$ cat src/rtl/spi_reg_master.sv
// spi_reg_master: SPI mode-0 initiator that turns one valid/ready request into one
// CS-framed register frame ({write, zero pad, addr} command byte, then REG_W data bits, MSB first).
module spi_reg_master #(
  parameter int ADDR_W  = 3,
  parameter int REG_W   = 8,
  parameter int CLK_DIV = 4
) (
  input  logic              clk,
  input  logic              rst,
  input  logic              req_valid,
  output logic              req_ready,
  input  logic              req_write,
  input  logic [ADDR_W-1:0] req_addr,
  input  logic [REG_W-1:0]  req_wdata,
  output logic              rsp_valid,
  output logic [REG_W-1:0]  rsp_rdata,
  output logic              busy,
  output logic              spi_cs_n,
  output logic              spi_clk,
  output logic              spi_mosi,
  input  logic              spi_miso
);

  localparam int N     = 8 + REG_W;
  localparam int DIV_W = (CLK_DIV > 1) ? $clog2(CLK_DIV) : 1;
  localparam int BIT_W = $clog2(N);
  localparam logic [DIV_W-1:0] DIV_LAST = DIV_W'(CLK_DIV - 1);
  localparam logic [BIT_W-1:0] BIT_LAST = BIT_W'(N - 1);

  typedef enum logic [2:0] {
    ST_IDLE  = 3'd0,
    ST_SETUP = 3'd1,
    ST_SHIFT = 3'd2,
    ST_HOLD  = 3'd3,
    ST_GAP   = 3'd4
  } state_t;

  state_t             state_r;
  logic [DIV_W-1:0]   div_r;
  logic [BIT_W-1:0]   bit_r;
  logic               phase_hi_r;
  logic [N-1:0]       tx_r;
  logic [REG_W-1:0]   rx_r;
  logic               ready_r;
  logic               busy_r;
  logic               rsp_valid_r;
  logic [REG_W-1:0]   rdata_r;
  logic               cs_n_r;
  logic               sclk_r;
  logic               mosi_r;

  logic [7:0]         cmd_s;
  logic [N-1:0]       frame_s;

  // Command byte and full frame word built from the live request fields.
  always_comb begin
    cmd_s                = 8'h00;
    cmd_s[7]             = req_write;
    cmd_s[ADDR_W-1:0]    = req_addr;
    if (req_write) begin
      frame_s = {cmd_s, req_wdata};
    end else begin
      frame_s = {cmd_s, {REG_W{1'b0}}};
    end
  end

  // Frame sequencer; every SPI pin and handshake output is a register of this block.
  always_ff @(posedge clk or posedge rst) begin
    if (rst) begin
      state_r     <= ST_IDLE;
      div_r       <= {DIV_W{1'b0}};
      bit_r       <= {BIT_W{1'b0}};
      phase_hi_r  <= 1'b0;
      tx_r        <= {N{1'b0}};
      rx_r        <= {REG_W{1'b0}};
      ready_r     <= 1'b1;
      busy_r      <= 1'b0;
      rsp_valid_r <= 1'b0;
      rdata_r     <= {REG_W{1'b0}};
      cs_n_r      <= 1'b1;
      sclk_r      <= 1'b0;
      mosi_r      <= 1'b0;
    end else begin
      rsp_valid_r <= 1'b0;
      case (state_r)
        ST_IDLE: begin
          if (req_valid) begin
            state_r <= ST_SETUP;
            ready_r <= 1'b0;
            busy_r  <= 1'b1;
            cs_n_r  <= 1'b0;
            mosi_r  <= frame_s[N-1];
            tx_r    <= {frame_s[N-2:0], 1'b0};
            div_r   <= {DIV_W{1'b0}};
            bit_r   <= {BIT_W{1'b0}};
          end
        end
        ST_SETUP: begin
          if (div_r == DIV_LAST) begin
            div_r      <= {DIV_W{1'b0}};
            state_r    <= ST_SHIFT;
            sclk_r     <= 1'b1;
            phase_hi_r <= 1'b1;
            rx_r       <= {rx_r[REG_W-2:0], spi_miso};
          end else begin
            div_r <= div_r + DIV_W'(1);
          end
        end
        ST_SHIFT: begin
          if (div_r != DIV_LAST) begin
            div_r <= div_r + DIV_W'(1);
          end else begin
            div_r <= {DIV_W{1'b0}};
            if (phase_hi_r) begin
              sclk_r     <= 1'b0;
              phase_hi_r <= 1'b0;
              // No bit follows the last one, so MOSI keeps the LSB through HOLD.
              if (bit_r != BIT_LAST) begin
                mosi_r <= tx_r[N-1];
                tx_r   <= {tx_r[N-2:0], 1'b0};
              end
            end else if (bit_r == BIT_LAST) begin
              state_r <= ST_HOLD;
            end else begin
              bit_r      <= bit_r + BIT_W'(1);
              sclk_r     <= 1'b1;
              phase_hi_r <= 1'b1;
              rx_r       <= {rx_r[REG_W-2:0], spi_miso};
            end
          end
        end
        ST_HOLD: begin
          if (div_r == DIV_LAST) begin
            div_r       <= {DIV_W{1'b0}};
            state_r     <= ST_GAP;
            cs_n_r      <= 1'b1;
            mosi_r      <= 1'b0;
            rsp_valid_r <= 1'b1;
            rdata_r     <= rx_r;
          end else begin
            div_r <= div_r + DIV_W'(1);
          end
        end
        ST_GAP: begin
          if (div_r == DIV_LAST) begin
            div_r   <= {DIV_W{1'b0}};
            state_r <= ST_IDLE;
            ready_r <= 1'b1;
            busy_r  <= 1'b0;
          end else begin
            div_r <= div_r + DIV_W'(1);
          end
        end
        default: begin
          state_r <= ST_IDLE;
          ready_r <= 1'b1;
          busy_r  <= 1'b0;
          cs_n_r  <= 1'b1;
          sclk_r  <= 1'b0;
          mosi_r  <= 1'b0;
        end
      endcase
    end
  end

  assign req_ready = ready_r;
  assign busy      = busy_r;
  assign rsp_valid = rsp_valid_r;
  assign rsp_rdata = rdata_r;
  assign spi_cs_n  = cs_n_r;
  assign spi_clk   = sclk_r;
  assign spi_mosi  = mosi_r;

endmodule

$ cat config.mk
export PLATFORM = sky130hd
export DESIGN_NAME = spi_reg_master
export DESIGN_NICKNAME = d
export VERILOG_FILES = /design/src/rtl/spi_reg_master.sv
export SDC_FILE = /design/constraint.sdc
export NUM_CORES = 1
export LEC_CHECK = 0
export CAP_MARGIN = 20
export CORE_ASPECT_RATIO = 0.6
export CORE_MARGIN = 10
export CORE_UTILIZATION = 25
export CTS_BUF_LIST = sky130_fd_sc_hd__clkbuf_16
export DETAILED_ROUTE_END_ITERATION = 10
export SLEW_MARGIN = 20
export SYNTH_ARGS = -nofsm -noshare
export SYNTH_HDL_FRONTEND = slang
export SYNTH_SLANG_ARGS = --single-unit
$ cat constraint.sdc
create_clock -name clk -period 3.1 [get_ports clk]
set_clock_uncertainty 0.1 [all_clocks]
set_input_delay 0.775 -clock clk [delete_from_list [all_inputs] [get_ports clk]]
set_output_delay 0.775 -clock clk [all_outputs]
set_load 0.03 [all_outputs]
==> key figures, run 1 <==
Status
  • Status: complete, no violations

Routing
  • Met1 WL: 2490 um
  • WL met2: approximately 2000 um
  • Routed WL: approximately 4800 um
  • DRC: 0
  • Vias: around 1600
  • Vias per cell: roughly 4.4
  • Met3 wire length: 261 um
  • DRT iter0 DRCs: 104
  • WL/cell: between 10 and 15 um
  • Max Used Layer: met4
  • Detail Route Antenna Nets: 0
  • Drt first pass iters: 4

Synth
  • XOR/XNOR Fraction of Synth Area: 0.806%
  • Post-Synth Adder-Cell Area: 1.15%
  • Sequential cell area fraction in the yosys report: between 50 and 60%
  • Synth area leader: dfrtp_1
  • Yosys top cell area share: approximately 52%
  • Syn Std Cell Area: 2170 um^2
  • Synth Area in Compound Gates: between 10% and 20%
  • Register bit total from synthesis: 47
  • Largest family of logic cells by synthesized area: simple AND/OR/NAND/NOR gates
  • Gate Count Post-Synth: between 200 and 250
  • Largest cells by area after synthesis: dfrtp_1 (52%), nand2_1 (8.5%), mux2_1 (4.7%)
  • Unique masters post-synth: between 40 and 50
  • Syn_area_per_cell: 9.96 um^2
  • Yosys warns: 0
  • Mux cell area share after synthesis: 7.49%
  • Simple-Gate Fraction of Synth Area: 19.1%
  • Syn Nets: between 200 and 250

Cells and area
  • Area of the multi-input gates: between 900 and 1000 um^2
  • Area delta synth->final: 24.9%
  • Share of layout cells above drive strength 1: under 10%
  • Antenna diodes: 0
  • Register Area: approximately 1200 um^2
  • Fillers: 855
  • Fin nets: 263
  • Fin area: roughly 2700 um^2

STA
  • Final hold violation count: 0
  • Worst slew pin tran: around 0.93 ns
  • RSZ-0062 raised after global routing: no
  • Setup tns final: 0 ns
  • Minimum clock period: 2.37 ns
  • Part of the cycle the worst path needs: about three quarters
  • Slew margin rel.: a little under two fifths
  • Worst hold slack: between 0.3 and 0.4 ns
  • Final worst slack: approximately 0.73 ns
  • Setup Viol. Count Final: 0
  • Achievable Freq: 422 MHz
  • Slew Viols, Final: 0

Global route
  • Gr ovfl total: 0
  • First-pass GRT wire length: roughly 8100 um
  • GRT Total Usage: under 10%
  • Initial antenna violation count: 0
  • Vias in the first global route: about 1600
  • Largest net degree at the start of global routing: 31

CTS
  • Clock-pin slew on the worst setup and hold paths: approximately 0.060 ns
  • Root Driver: clkbuf_16
  • H-tree level count: 2
  • Post-cts resize count: 0
  • Worst skew pair latency: approximately 0.28 ns
  • Clock sink total: 47
  • Cts bufs inserted: 5
  • Post-CTS Setup Bufs: 0
  • CTS Hold Bufs: 0
  • Clk buf depth: 2
  • CTS tree: yes

Setup path
  • Max FO, Critical Path: 2
  • Required @ worst endpoint: around 2.2 ns
  • Critical Path End Type: output pin
  • Delay-heaviest family, CP: buffers and inverters
  • Crit path depth: 1
  • Register-to-Register Path Depth: 3
  • CP Buf/Inv Count: 1
  • CP Data Arrival Time: 1.49 ns
  • R2R Setup Slk: approximately 0.88 ns
  • Critical path, cell by cell: clkdlybuf4s50_1
  • CP max stage cell: clkdlybuf4s50_1
  • Crit Path Class: flop to output pin
  • Worst stage delay on the critical path: around 0.7 ns
  • Critical path startpoint category: flop

Power
  • Leak: ~1.2 nW
  • Max IR drop VDD: about 0.39 mV
  • Pwr Density: 948 nW/um^2

Hold path
  • WHS Path Cells: 2
  • Worst min path class: flop to flop

Die
  • Standard-cell row count: 26
  • Die Ht: 92.2 um
  • Die width: 140 um
  • IO Pins: 30
  • Core outline area: 8490 um^2
  • Initial Util: 25.6%
  • Die ar.: ~13000 um^2

Placement
  • HPWL Detailed: roughly 3500 um
  • DP Area: around 2600 um^2
  • Pre-CTS setup slack: 0.457 ns
  • PortBufs: 29
  • RePlAce Congestion: 0.745

Run
  • # Max-Cap Violations: 0
[flip-flops by register name (all words and copies together), names as in the netlist, 2 cells and up]
register	flops
bit_r	4
div_r	2
rsp_rdata	8
rx_r	8
state_r	3
tx_r	15
[placed cells by master, fill, tap and decap left out, drive strengths merged, types with 2 or more instances in the layout]
master and n:
dfrtp 45, or2 3, and3 8, clkbuf 5
a221o 2, nand2b 4, inv 5, nor3 2
o21ai 24, a21oi 11, buf 3, mux2i 5
nand3 5, dfstp 2, mux2 10, ha 2
clkdlybuf4s50 29, nor2 10, a21o 4, nand2 49
[power breakdown]
part | switching (mW) | total [mW] | leakage [nW] | internal, mW
logic | 0.515 | 0.926 | 0.546 | 0.411
registers | 0.202 | 1.06 | 0.607 | 0.858
clock network | 0.213 | 0.586 | 0.0811 | 0.373
[cells by family (layout without fill, tap and decap cells)]
logic type                 count (synthesis)  after routing
xor gates and xnor gates                   2              2
adders and majority gates                  2              2
muxes                                     15             15
buffers and inverters                     16             43
AOI/OAI and AO/OA                         48             48
and+or+nand+nor                           88             88
DFF                                       47             47
[metrics by stage]
stage | utilization (%) | total power [mW] | std cells
after detailed placement | 30.1 | 2.01 | 350
after global routing | 31.9 | 2.77 | 357
after floorplan | - | 1.73 | 218
after global placement | 30.1 | 1.97 | 350
final | 31.9 | 2.57 | 357
after CTS | 31.9 | 2.61 | 357
[routing by layer]
layer,GRT usage [%],up-vias
met4,2.91,0
met1,10.4,742
li1,-,797
met5,0,-
met3,2.47,7
met2,10.8,28
[layout make-up]
cell class              instances  area share [%]
flip-flops and latches         47            43.5
inverters                       4           0.554
repair buffers                 32            11.5
well taps                     112            5.17
clock buffers                   5            4.61
multi-input cells             155            33.4
clock inverters                 2            1.25
[final timing paths]
check	from	to
setup / recovery	req_ready$_DFFE_PP1P_	req_ready
hold / removal	req_ready$_DFFE_PP1P_	req_ready$_DFFE_PP1P_
setup reg to reg	state_r[1]$_DFFE_PP0P_	tx_r[3]$_DFFE_PP0P_
hold reg to reg	req_ready$_DFFE_PP1P_	req_ready$_DFFE_PP1P_
max in group asynchronous	rst	req_ready$_DFFE_PP1P_
min in group asynchronous	rst	rsp_rdata[7]$_DFFE_PP0P_
[cell usage after synthesis (all sizes together)]
master and n:
xor2 1, mux2 10, a222oi 1, o31ai 1, nand3b 1, inv 4
and3b 1, and2 1, or3b 1, nand3 5, dfstp 2, a211oi 1
nand2 49, nand4b 1, nand2b 4, or2 3, o311ai 1, a22o 1
o21a 1, ha 2, mux2i 5, nor2 10, o21ai 24, dfrtp 45
xnor2 1, and3 8, nor2b 1, a21o 4, nor3b 1, a221o 2
o211ai 1, buf 7, nor3 2, clkbuf 5, a21oi 11
(Power assumes the default switching activity.)
==> run 2: changes to the inputs <==
==> constraint.sdc (replaced) <==
create_clock -name clk -period 2 [get_ports clk]
set_clock_uncertainty 0.1 [all_clocks]
set_input_delay 0.5 -clock clk [delete_from_list [all_inputs] [get_ports clk]]
set_output_delay 0.5 -clock clk [all_outputs]
set_load 0.03 [all_outputs]
==> run 2 against run 1 <==
Die area unchanged. Combinational power rose by 72%. Setup slack worse by 0.67 ns. Power is 61% higher. Clock power up 58%. Sequential share of layout area down 2.0 points. Register-to-register slack worse by 0.78 ns. First-iteration DRC count grew 38%. Utilization up 1.6 points. Non-clock buffer count is 12 higher. Via count grew 4.7%. Highest routed layer unchanged.
==> key figures, run 2 (synthesis gave the netlist of run 1 again) <==
Status
  • Status: complete, no violations

STA
  • Final hold violation count: 0 (unchanged)
  • Worst slew pin tran: 0.417 ns (-0.516 ns)
  • RSZ-0062 raised after global routing: no
  • Setup Viol. Count Final: 0 (unchanged)
  • Minimum clock period: 1.94 ns
  • Part of the cycle the worst path needs: a little over nine tenths
  • Setup tns final: 0 ns (unchanged)
  • Slew Viols, Final: 0 (unchanged)
  • Achievable Freq: slightly above 500 MHz
  • Slew margin rel.: 72.1% (+34 points)
  • Worst hold slack: 0.365 ns (-0.00741 ns)

Routing
  • Vias: 1648 (+4.7%)
  • Detail Route Antenna Nets: 0 (unchanged)
  • Vias per cell: 4.47 (+1.3%)
  • Routed WL: 4960 um (+3.7%)
  • WL/cell: 13.4 um (+0.37%)
  • Drt first pass iters: 4 (unchanged)
  • DRC: 0 (unchanged)
  • DRT iter0 DRCs: 144 (+38%)

Global route
  • Vias in the first global route: 1626 (+1.5%)
  • First-pass GRT wire length: 8570 um (+6.0%)
  • Largest net degree at the start of global routing: 31 (unchanged)
  • Initial antenna violation count: 0 (unchanged)
  • Gr ovfl total: 0 (unchanged)
  • GRT Total Usage: 8.03% (+0.44 points)

Die
  • IO Pins: 30 (unchanged)
  • Core outline area: 8490 um^2 (unchanged)
  • Die width: 140 um (unchanged)
  • Die Ht: 92.2 um (unchanged)
  • Initial Util: 25.6% (unchanged)
  • Die ar.: 12900 um^2 (unchanged)
  • Standard-cell row count: 26 (unchanged)

CTS
  • Post-CTS Setup Bufs: 0 (unchanged)
  • Clk buf depth: 2 (unchanged)
  • Clock sink total: 47 (unchanged)
  • Worst skew pair latency: 0.28 ns (about the same)
  • H-tree level count: 2 (unchanged)
  • Cts bufs inserted: 5 (unchanged)
  • Root Driver: clkbuf_16
  • CTS Hold Bufs: 0 (unchanged)
  • CTS tree: yes
  • Clock-pin slew on the worst setup and hold paths: 0.06 ns (about the same)

Power
  • Pwr Density: 1450 nW/um^2 (+53%)
  • Leak: 1.31 nW (+5.7%)
  • Max IR drop VDD: 0.524 mV (+34%)

Cells and area
  • Max reg flops: 15 (unchanged)
  • Biggest register: tx_r
  • Fin nets: 275 (+4.6%)
  • Share of layout cells above drive strength 1: 13.2% (+5.9 points)
  • Cell Count, Final, Fillers Out: 369 (+3.4%)
  • Commonest non-fill, non-tap cell in the layout: nand2_1
  • Antenna diodes: 0 (unchanged)
  • Most frequent cells in the layout: nand2_1 (49), dfrtp_1 (44), clkdlybuf4s50_1 (27)
  • Area delta synth->final: 31.0%

Setup path
  • CP Data Arrival Time: 1.34 ns (-0.15 ns)
  • Max FO, Critical Path: 2 (unchanged)
  • CP max stage cell: clkdlybuf4s50_1
  • Crit Path Class: flop to output pin
  • Delay-heaviest family, CP: buffers and inverters
  • CP Buf/Inv Count: 1 (unchanged)
  • Critical path, cell by cell: clkdlybuf4s50_1
  • Worst stage delay on the critical path: 0.68 ns (about the same)
  • Critical path startpoint category: flop
  • Required @ worst endpoint: 1.40 ns (-0.82 ns)
  • Critical Path End Type: output pin

Hold path
  • Worst min path class: flop to flop

Run
  • # Max-Cap Violations: 0 (unchanged)

Placement
  • RePlAce Congestion: 0.793 (+6.4%)
  • PortBufs: 29 (unchanged)
  • Dpl cells: 362 (+3.4%)
  • HPWL Detailed: 3630 um (+4.0%)
[run 2: cell types whose count changed in the layout (fill, tap and decap cells not counted), sizes merged]
cell / before / now
inv: 5 / 4
buf: 3 / 15
clkinvlp: 0 / 1
dlygate4sd2: 0 / 2
clkdlybuf4s50: 29 / 27
[run 2: final timing paths]
| kind | start | endpoint | slack [ns] | cells after the start |
|---|---|---|---|---|
| max | spi_clk$_DFFE_PP0P_ | spi_clk | 0.06 | 1 |
| min | req_ready$_DFFE_PP1P_ | req_ready$_DFFE_PP1P_ | 0.37 | 2 |
| max reg2reg | bit_r[0]$_DFFE_PP0P_ | rx_r[7]$_DFFE_PP0P_ | 0.10 | 6 |
| min reg2reg | req_ready$_DFFE_PP1P_ | req_ready$_DFFE_PP1P_ | 0.37 | 2 |
| max in group asynchronous | rst | state_r[1]$_DFFE_PP0P_ | 0.86 | 3 |
| min in group asynchronous | rst | rx_r[2]$_DFFE_PP0P_ | 0.43 | 2 |
[run 2: worst register-to-register path, delay by kind of cell (launching register included)]
family                   cells  cell delay, ns
AND/OR/NAND/NOR              2            0.40
buffers and inverters        1            0.13
adder cells (fa/ha/maj)      1            0.22
multiplexers                 1            0.32
flip-flops                   1            0.41
AO/OA/AOI/OAI                1            0.21
[run 2: cell type report]
class / count / area (um^2)
multi-input combinational: 155 / 911
sequential: 47 / 1180
timing repair buffer: 44 / 438
inverter: 4 / 15.0
clock inverter: 2 / 37.5
fill: 836 / 5640
tap: 112 / 140
clock buffer: 5 / 125
[run 2: power by group]
| part | internal, mW | leakage, nW | switching, mW |
|---|---|---|---|
| combinational | 0.741 | 0.623 | 0.846 |
| sequential | 1.33 | 0.606 | 0.287 |
| clock | 0.582 | 0.0759 | 0.345 |
| total | 2.66 | 1.31 | 1.48 |
[run 2: stage by stage]
step	power (mW)	setup WS (ns)	util, %	instance area, um^2
after floorplan	2.69	0.167	-	2170
after global placement	3.20	-0.0720	31.6	2680
after detailed placement	3.24	-0.0942	31.6	2680
after CTS	4.18	0.0540	33.5	2840
after global routing	4.45	0.0250	33.5	2850
final	4.13	0.0631	33.5	2850
[run 2: metal layers]
metal | up-vias | track usage [%] | wire, um
met2 | 39 | 11.0 | 2060
met1 | 781 | 11.4 | 2500
met5 | - | 0 | 0
met4 | 0 | 3.08 | 67
met3 | 7 | 2.42 | 324
li1 | 821 | - | -
[run 2: repair_timing]
action | in CTS | in global routing
resized for setup | 2 | 3
pin swaps | 0 | 1
endpoints found under the setup margin | 2 | 22
